File: src/rtl/snitch_icache_tag_ctrl.sv
// Tag-memory controller: lookups, refill tag writes, invalidate walk, 2-deep response buffer.
// Define SNITCH_ICACHE_TAG_CTRL_ASSERT_EN to compile in the SVA protocol/consistency checks.
module snitch_icache_tag_ctrl #(
    parameter int WAY_COUNT   = 4,
    parameter int LINE_COUNT  = 32,
    parameter int TAG_WIDTH   = 20,
    parameter int COUNT_ALIGN = $clog2(LINE_COUNT),
    parameter int WAY_ALIGN   = $clog2(WAY_COUNT)
) (
    input  logic                                 clk_i,
    input  logic                                 rst_ni,
    input  logic                                 flush_valid_i,
    output logic                                 flush_ready_o,
    input  logic                                 req_valid_i,
    output logic                                 req_ready_o,
    input  logic [COUNT_ALIGN-1:0]               req_line_i,
    input  logic [TAG_WIDTH-1:0]                 req_tag_i,
    output logic                                 rsp_valid_o,
    input  logic                                 rsp_ready_i,
    output logic                                 rsp_hit_o,
    output logic [WAY_ALIGN-1:0]                 rsp_way_o,
    output logic                                 rsp_error_o,
    input  logic                                 write_valid_i,
    output logic                                 write_ready_o,
    input  logic [COUNT_ALIGN-1:0]               write_line_i,
    input  logic [WAY_ALIGN-1:0]                 write_way_i,
    input  logic [TAG_WIDTH-1:0]                 write_tag_i,
    input  logic                                 write_error_i,
    output logic [WAY_COUNT-1:0]                 ram_enable_o,
    output logic                                 ram_write_o,
    output logic [COUNT_ALIGN-1:0]               ram_addr_o,
    output logic [TAG_WIDTH+1:0]                 ram_wtag_o,
    input  logic [WAY_COUNT*(TAG_WIDTH+2)-1:0]   ram_rtag_i
);

    localparam int TW = TAG_WIDTH + 2;

    typedef enum logic {ST_FLUSH, ST_IDLE} state_e;

    state_e                 r_state;
    logic [COUNT_ALIGN-1:0] r_cnt;
    logic                   r_s1_valid;
    logic [TAG_WIDTH-1:0]   r_s1_tag;

    logic                   r_fifo_hit [2];
    logic [WAY_ALIGN-1:0]   r_fifo_way [2];
    logic                   r_fifo_err [2];
    logic                   r_rd_ptr;
    logic                   r_wr_ptr;
    logic [1:0]             r_occ;

    logic                   w_idle;
    logic                   w_last;
    logic                   w_rsp_valid;
    logic                   w_pop;
    logic                   w_push;
    logic [2:0]             w_lookahead;
    logic                   w_write_ready;
    logic                   w_req_ready;
    logic                   w_write_fire;
    logic                   w_req_fire;
    logic [WAY_COUNT-1:0]   w_way_onehot;
    logic [WAY_COUNT-1:0]   w_hit;
    logic                   w_hit_any;
    logic [WAY_ALIGN-1:0]   w_hit_way;
    logic                   w_hit_err;

    assign w_idle      = (r_state == ST_IDLE);
    assign w_last      = (r_cnt == COUNT_ALIGN'(LINE_COUNT - 1));
    assign w_rsp_valid = (r_occ != 2'd0);
    assign w_pop       = w_rsp_valid & rsp_ready_i;
    assign w_push      = r_s1_valid;

    // Occupancy the buffer will have once the in-flight compare lands; a new lookup needs a free slot.
    assign w_lookahead   = {1'b0, r_occ} + {2'b00, r_s1_valid} - {2'b00, w_pop};
    assign w_write_ready = w_idle & ~flush_valid_i;
    assign w_req_ready   = w_idle & ~write_valid_i & ~flush_valid_i & (w_lookahead < 3'd2);
    assign w_write_fire  = write_valid_i & w_write_ready;
    assign w_req_fire    = req_valid_i & w_req_ready;
    assign w_way_onehot  = {{(WAY_COUNT-1){1'b0}}, 1'b1} << write_way_i;

    assign flush_ready_o = (r_state == ST_FLUSH) & w_last;
    assign write_ready_o = w_write_ready;
    assign req_ready_o   = w_req_ready;

    always_comb begin
        ram_enable_o = '0;
        ram_write_o  = 1'b0;
        ram_addr_o   = '0;
        ram_wtag_o   = '0;
        if (r_state == ST_FLUSH) begin
            ram_enable_o = '1;
            ram_write_o  = 1'b1;
            ram_addr_o   = r_cnt;
        end else if (w_write_fire) begin
            ram_enable_o = w_way_onehot;
            ram_write_o  = 1'b1;
            ram_addr_o   = write_line_i;
            ram_wtag_o   = {1'b1, write_error_i, write_tag_i};
        end else if (w_req_fire) begin
            ram_enable_o = '1;
            ram_addr_o   = req_line_i;
        end
    end

    // Compare stage: tags returned one cycle after the lookup read.
    always_comb begin
        w_hit = '0;
        for (int i = 0; i < WAY_COUNT; i++) begin
            w_hit[i] = ram_rtag_i[i*TW + TW - 1] &
                       (ram_rtag_i[i*TW +: TAG_WIDTH] == r_s1_tag);
        end
    end

    always_comb begin
        w_hit_any = 1'b0;
        w_hit_way = '0;
        w_hit_err = 1'b0;
        for (int i = WAY_COUNT - 1; i >= 0; i--) begin
            if (w_hit[i]) begin
                w_hit_any = 1'b1;
                w_hit_way = WAY_ALIGN'(i);
                w_hit_err = ram_rtag_i[i*TW + TAG_WIDTH];
            end
        end
    end

    always_ff @(posedge clk_i or negedge rst_ni) begin
        if (!rst_ni) begin
            r_state <= ST_FLUSH;
            r_cnt   <= '0;
        end else begin
            case (r_state)
                ST_FLUSH: begin
                    if (w_last) begin
                        r_state <= ST_IDLE;
                        r_cnt   <= '0;
                    end else begin
                        r_cnt <= r_cnt + 1'b1;
                    end
                end
                default: begin
                    if (flush_valid_i && !r_s1_valid) begin
                        r_state <= ST_FLUSH;
                    end
                end
            endcase
        end
    end

    always_ff @(posedge clk_i or negedge rst_ni) begin
        if (!rst_ni) begin
            r_s1_valid <= 1'b0;
            r_rd_ptr   <= 1'b0;
            r_wr_ptr   <= 1'b0;
            r_occ      <= 2'd0;
        end else begin
            r_s1_valid <= w_req_fire;
            r_occ      <= r_occ + {1'b0, w_push} - {1'b0, w_pop};
            if (w_push) begin
                r_wr_ptr <= ~r_wr_ptr;
            end
            if (w_pop) begin
                r_rd_ptr <= ~r_rd_ptr;
            end
        end
    end

    always_ff @(posedge clk_i) begin
        if (w_req_fire) begin
            r_s1_tag <= req_tag_i;
        end
        if (w_push) begin
            r_fifo_hit[r_wr_ptr] <= w_hit_any;
            r_fifo_way[r_wr_ptr] <= w_hit_way;
            r_fifo_err[r_wr_ptr] <= w_hit_err;
        end
    end

    // Payload is not reset, so it is masked while the buffer is empty.
    assign rsp_valid_o = w_rsp_valid;
    assign rsp_hit_o   = w_rsp_valid & r_fifo_hit[r_rd_ptr];
    assign rsp_way_o   = w_rsp_valid ? r_fifo_way[r_rd_ptr] : '0;
    assign rsp_error_o = w_rsp_valid & r_fifo_err[r_rd_ptr];

`ifdef SNITCH_ICACHE_TAG_CTRL_ASSERT_EN
    a_hit_onehot: assert property (@(posedge clk_i) disable iff (!rst_ni)
        r_s1_valid |-> $onehot0(w_hit));
    a_no_overflow: assert property (@(posedge clk_i) disable iff (!rst_ni)
        (w_push && !w_pop) |-> (r_occ < 2'd2));
    a_flush_stable: assert property (@(posedge clk_i) disable iff (!rst_ni)
        (flush_valid_i && !flush_ready_o) |=> flush_valid_i);
    a_req_stable: assert property (@(posedge clk_i) disable iff (!rst_ni)
        (req_valid_i && !req_ready_o) |=>
        (req_valid_i && $stable(req_line_i) && $stable(req_tag_i)));
    a_write_stable: assert property (@(posedge clk_i) disable iff (!rst_ni)
        (write_valid_i && !write_ready_o) |=>
        (write_valid_i && $stable(write_line_i) && $stable(write_way_i) &&
         $stable(write_tag_i) && $stable(write_error_i)));
`endif

endmodule

File: config.mk
export PLATFORM = sky130hd
export DESIGN_NAME = snitch_icache_tag_ctrl
export DESIGN_NICKNAME = d
export VERILOG_FILES = /design/src/rtl/snitch_icache_tag_ctrl.sv
export SDC_FILE = /design/constraint.sdc
export NUM_CORES = 1
export LEC_CHECK = 0
export CAP_MARGIN = 40
export CORE_UTILIZATION = 39
export DETAILED_ROUTE_END_ITERATION = 7
export PLACE_DENSITY_LB_ADDON = 0.2
export SLEW_MARGIN = 20
export SYNTH_ARGS = -nofsm -noshare
export SYNTH_HDL_FRONTEND = slang
export SYNTH_SLANG_ARGS = --single-unit
File: constraint.sdc
create_clock -name clk_i -period 5.15 [get_ports clk_i]
set_clock_uncertainty 0.1 [all_clocks]
set_input_delay 1.03 -clock clk_i [delete_from_list [all_inputs] [get_ports clk_i]]
set_output_delay 1.03 -clock clk_i [all_outputs]
set_load 0.02 [all_outputs]
==> results.cfg <==
[run_status]
status = complete, no violations

[sta]
clock.fmax_mhz = 210
holdWs_ns = 0.409
hold_violations = 0
fin_crit_sh_pct = 92.7
rsz0062_at_grt = no
period_needed_ns = 4.77
drv_slew = 0
worst_slew_pin_slew_ns = 0.530
setup_tns_ns = 0
relSlewSlack_pct = 64.6
fin_ws_ns = 0.377
setup_viol = 0

[logic_synthesis]
synth-edff-count = 28
synthCells = 262
ys.flop_type = edfxtp_1
synth.avg_cell_area_um2 = 10.7
synth_top_area_cell = edfxtp_1
ys_seq_area_share_pct = 39.9
synth_fp_nets = 414
synth.area.top_cells = edfxtp_1 (30%), xnor2_1 (19%), dfrtp_1 (9.9%), xor2_1 (5.6%), and3_1 (5.4%)
synth-warning-count = 0
synth_commonest_cells = xnor2_1 (62), edfxtp_1 (28), and3_1 (24)
synthDominantCellAreaShare_pct = 30.1
synth_area_mm2 = 0.00279
async_reset_ff_share_pct = 28.2
yosys.cell_count.top_type = xnor2_1
yosys_register_bits = 39
yosysUniqueCellTypes = 35

[floorplanning]
core_mm2 = 0.00687
start_util_pct = 40.7
dieArea_mm2 = 0.00751
die_w_um = 86.6
die_height_um = 86.6
rows = 30
io_pins = 187

[clocking]
clk_pin_slew_worst_paths_ns = 0.08
cts_setup_buffers = 0
cts.sinks = 39
cts_resized = 0
cts_hold_buffers = 0
htree_levels = 2
cts_buffer_depth = 2
insertion_delay_ns = 0.29
numCtsBuffers = 5
cts_tree = built
clock-root-buffer = clkbuf_8

[pwr]
p_switching_mw = 0.396
p_per_area_mw_per_mm2 = 256
comb_power_share_pct = 43.3
power.share.clock_pct = 21.5
p_int_mw = 0.847
leakagePower_nw = 1.90
power_frac_seq_pct = 35.2
irDropWorstVdd_v = 0.000251
switching_share_pct = 31.9

[routing]
first_pass_iters = 4
routed_wl_um = 8800
drc = 0
post_drt_wl_per_cell_um = 16.2
drt_iter0_drc = 72
postRouteAntennaNets = 0
vias = 2623
via_per_inst = 4.83

[placement]
place_congestion = 0.840
hpwl_um = 7390
dpl-instance-area_mm2 = 0.00472
preCtsSetupSlack_ns = 0.0173
io_buffer_count = 186

[critical_path]
required_ns = 4.02
crit_path_start = rsp_ready_i
crit_type = in2out
reg2reg_from = r_occ[1]
arrival_ns = 3.64
worst_setup_path_end_kind = output pin
start_kind = input port
critPathMaxFanout = 6
worst_r2r_path_depth = 11

[grt]
grt_pass1_vias = 2702
grt_usage_pct = 23.7
top_usage_layer = met2
met3_usage_pct = 5.14
grtUsageMet1_pct = 30.7
grt_start_max_net_pins = 24
overflow = 0
antenna_found_initial = 0
grt.met2_usage_pct = 40.0
grt_pass1_wl_um = 13400

[final_layout]
drive_gt1_share_pct = 5.37
design_area_mm2 = 0.00486
seq_area_mm2 = 0.00112
fillers = 549
multi_input_area_mm2 = 0.00154
post-route-util_pct = 70.7
area_delta_synth_final_pct = 73.9
nets = 598
antenna_cells = 0

[run]
drv_cap = 0

[worst_hold_path]
hp-start = r_wr_ptr
hp-class = reg2reg
hold_depth = 1
==> cells in the final DEF (no fill, tap or decap) <==
| master | count |
|---|---|
| nor4_2 | 2 |
| a21oi_1 | 1 |
| a31oi_1 | 2 |
| clkinv_2 | 1 |
| fa_1 | 1 |
| buf_4 | 7 |
| a221o_1 | 5 |
| clkdlybuf4s50_1 | 177 |
| dfrtp_1 | 11 |
| dlymetal6s2s_1 | 9 |
| a21o_1 | 1 |
| xnor2_1 | 62 |
| edfxtp_1 | 28 |
| nand4_1 | 16 |
| nor4_1 | 6 |
| and3_1 | 24 |
| nor2_1 | 9 |
| xor2_1 | 18 |
| a211oi_2 | 1 |
| nand2_1 | 7 |
| mux2i_1 | 5 |
| nor3_1 | 2 |
| o31ai_1 | 1 |
| nand3_1 | 7 |
| nor2b_1 | 8 |
| inv_1 | 6 |
| and4_1 | 1 |
| bufinv_16 | 1 |
| mux2_2 | 2 |
| a21boi_0 | 1 |
| nor4b_2 | 1 |
| o21ai_0 | 6 |
| and2_1 | 3 |
| clkinv_1 | 1 |
| and2b_1 | 1 |
| ha_1 | 4 |
| clkbuf_8 | 6 |
| xnor2_2 | 3 |
==> metal layers <==
metal | routed length [um] | up-vias
li1 | - | 1291
met3 | 504 | 12
met1 | 3860 | 1223
met5 | 0 | -
met4 | 165 | 0
met2 | 4280 | 97
==> through the flow <==
step / cells / power (mW)
finish: 543 / 1.24
global route: 543 / 1.32
CTS: 543 / 1.26
detailed placement: 535 / 0.989
global placement: 535 / 0.973
floorplan: 262 / 0.712
==> power by group through the flow <==
stage | Clock, mW | Sequential (mW) | Combinational (mW)
after detailed placement | 0 | 0.442 | 0.547
after global placement | 0 | 0.441 | 0.532
after floorplan | 0 | 0.416 | 0.295
final | 0.267 | 0.438 | 0.538
after CTS | 0.276 | 0.437 | 0.550
after global routing | 0.285 | 0.447 | 0.584
==> logic make-up (layout without fill, tap and decap cells) <==
family | Yosys count | in the layout | synth area share (%)
multiplexers | 7 | 7 | 2.60
buffers and inverters | 23 | 208 | 4.84
flip-flops | 39 | 39 | 39.9
adder cells (fa/ha/maj) | 5 | 5 | 2.51
XOR/XNOR | 83 | 83 | 26.8
AO/OA/AOI/OAI | 18 | 18 | 4.75
AND/OR/NAND/NOR | 87 | 87 | 18.5
==> flip-flops by register name, summed over array words and instances (netlist names) <==
signal      count
r_s1_tag       20
r_cnt           5
r_fifo_way      4
r_fifo_err      2
r_fifo_hit      2
r_occ           2
r_rd_ptr        1
r_s1_valid      1
r_state         1
r_wr_ptr        1
==> critical path, stage by stage <==
cell and delay (ns):
clkdlybuf4s50_1 0.40, nor2b_1 0.15, ha_1 0.29, inv_1 0.04, ha_1 0.18, fa_1 0.38, xnor2_1 0.20, nor4b_2 0.08
and2_1 0.19, buf_4 0.16, a221o_1 0.34, dlymetal6s2s_1 0.21
==> worst paths after layout <==
kind                                 end  slack, ns
max                        ram_addr_o[2]       0.38
min                             r_wr_ptr       0.41
max reg2reg                  r_s1_tag[2]       2.05
min reg2reg                     r_wr_ptr       0.41
max in group asynchronous       r_cnt[0]       3.61
min in group asynchronous       r_rd_ptr       0.98
==> area by class of cell <==
class,count,area share (%)
inverter,7,0.541
tap,96,2.47
timing repair buffer,193,39.9
clock buffer,6,1.70
multi-input combinational,200,31.7
sequential,39,23.0
clock inverter,2,0.721
(Power assumes the default switching activity.)
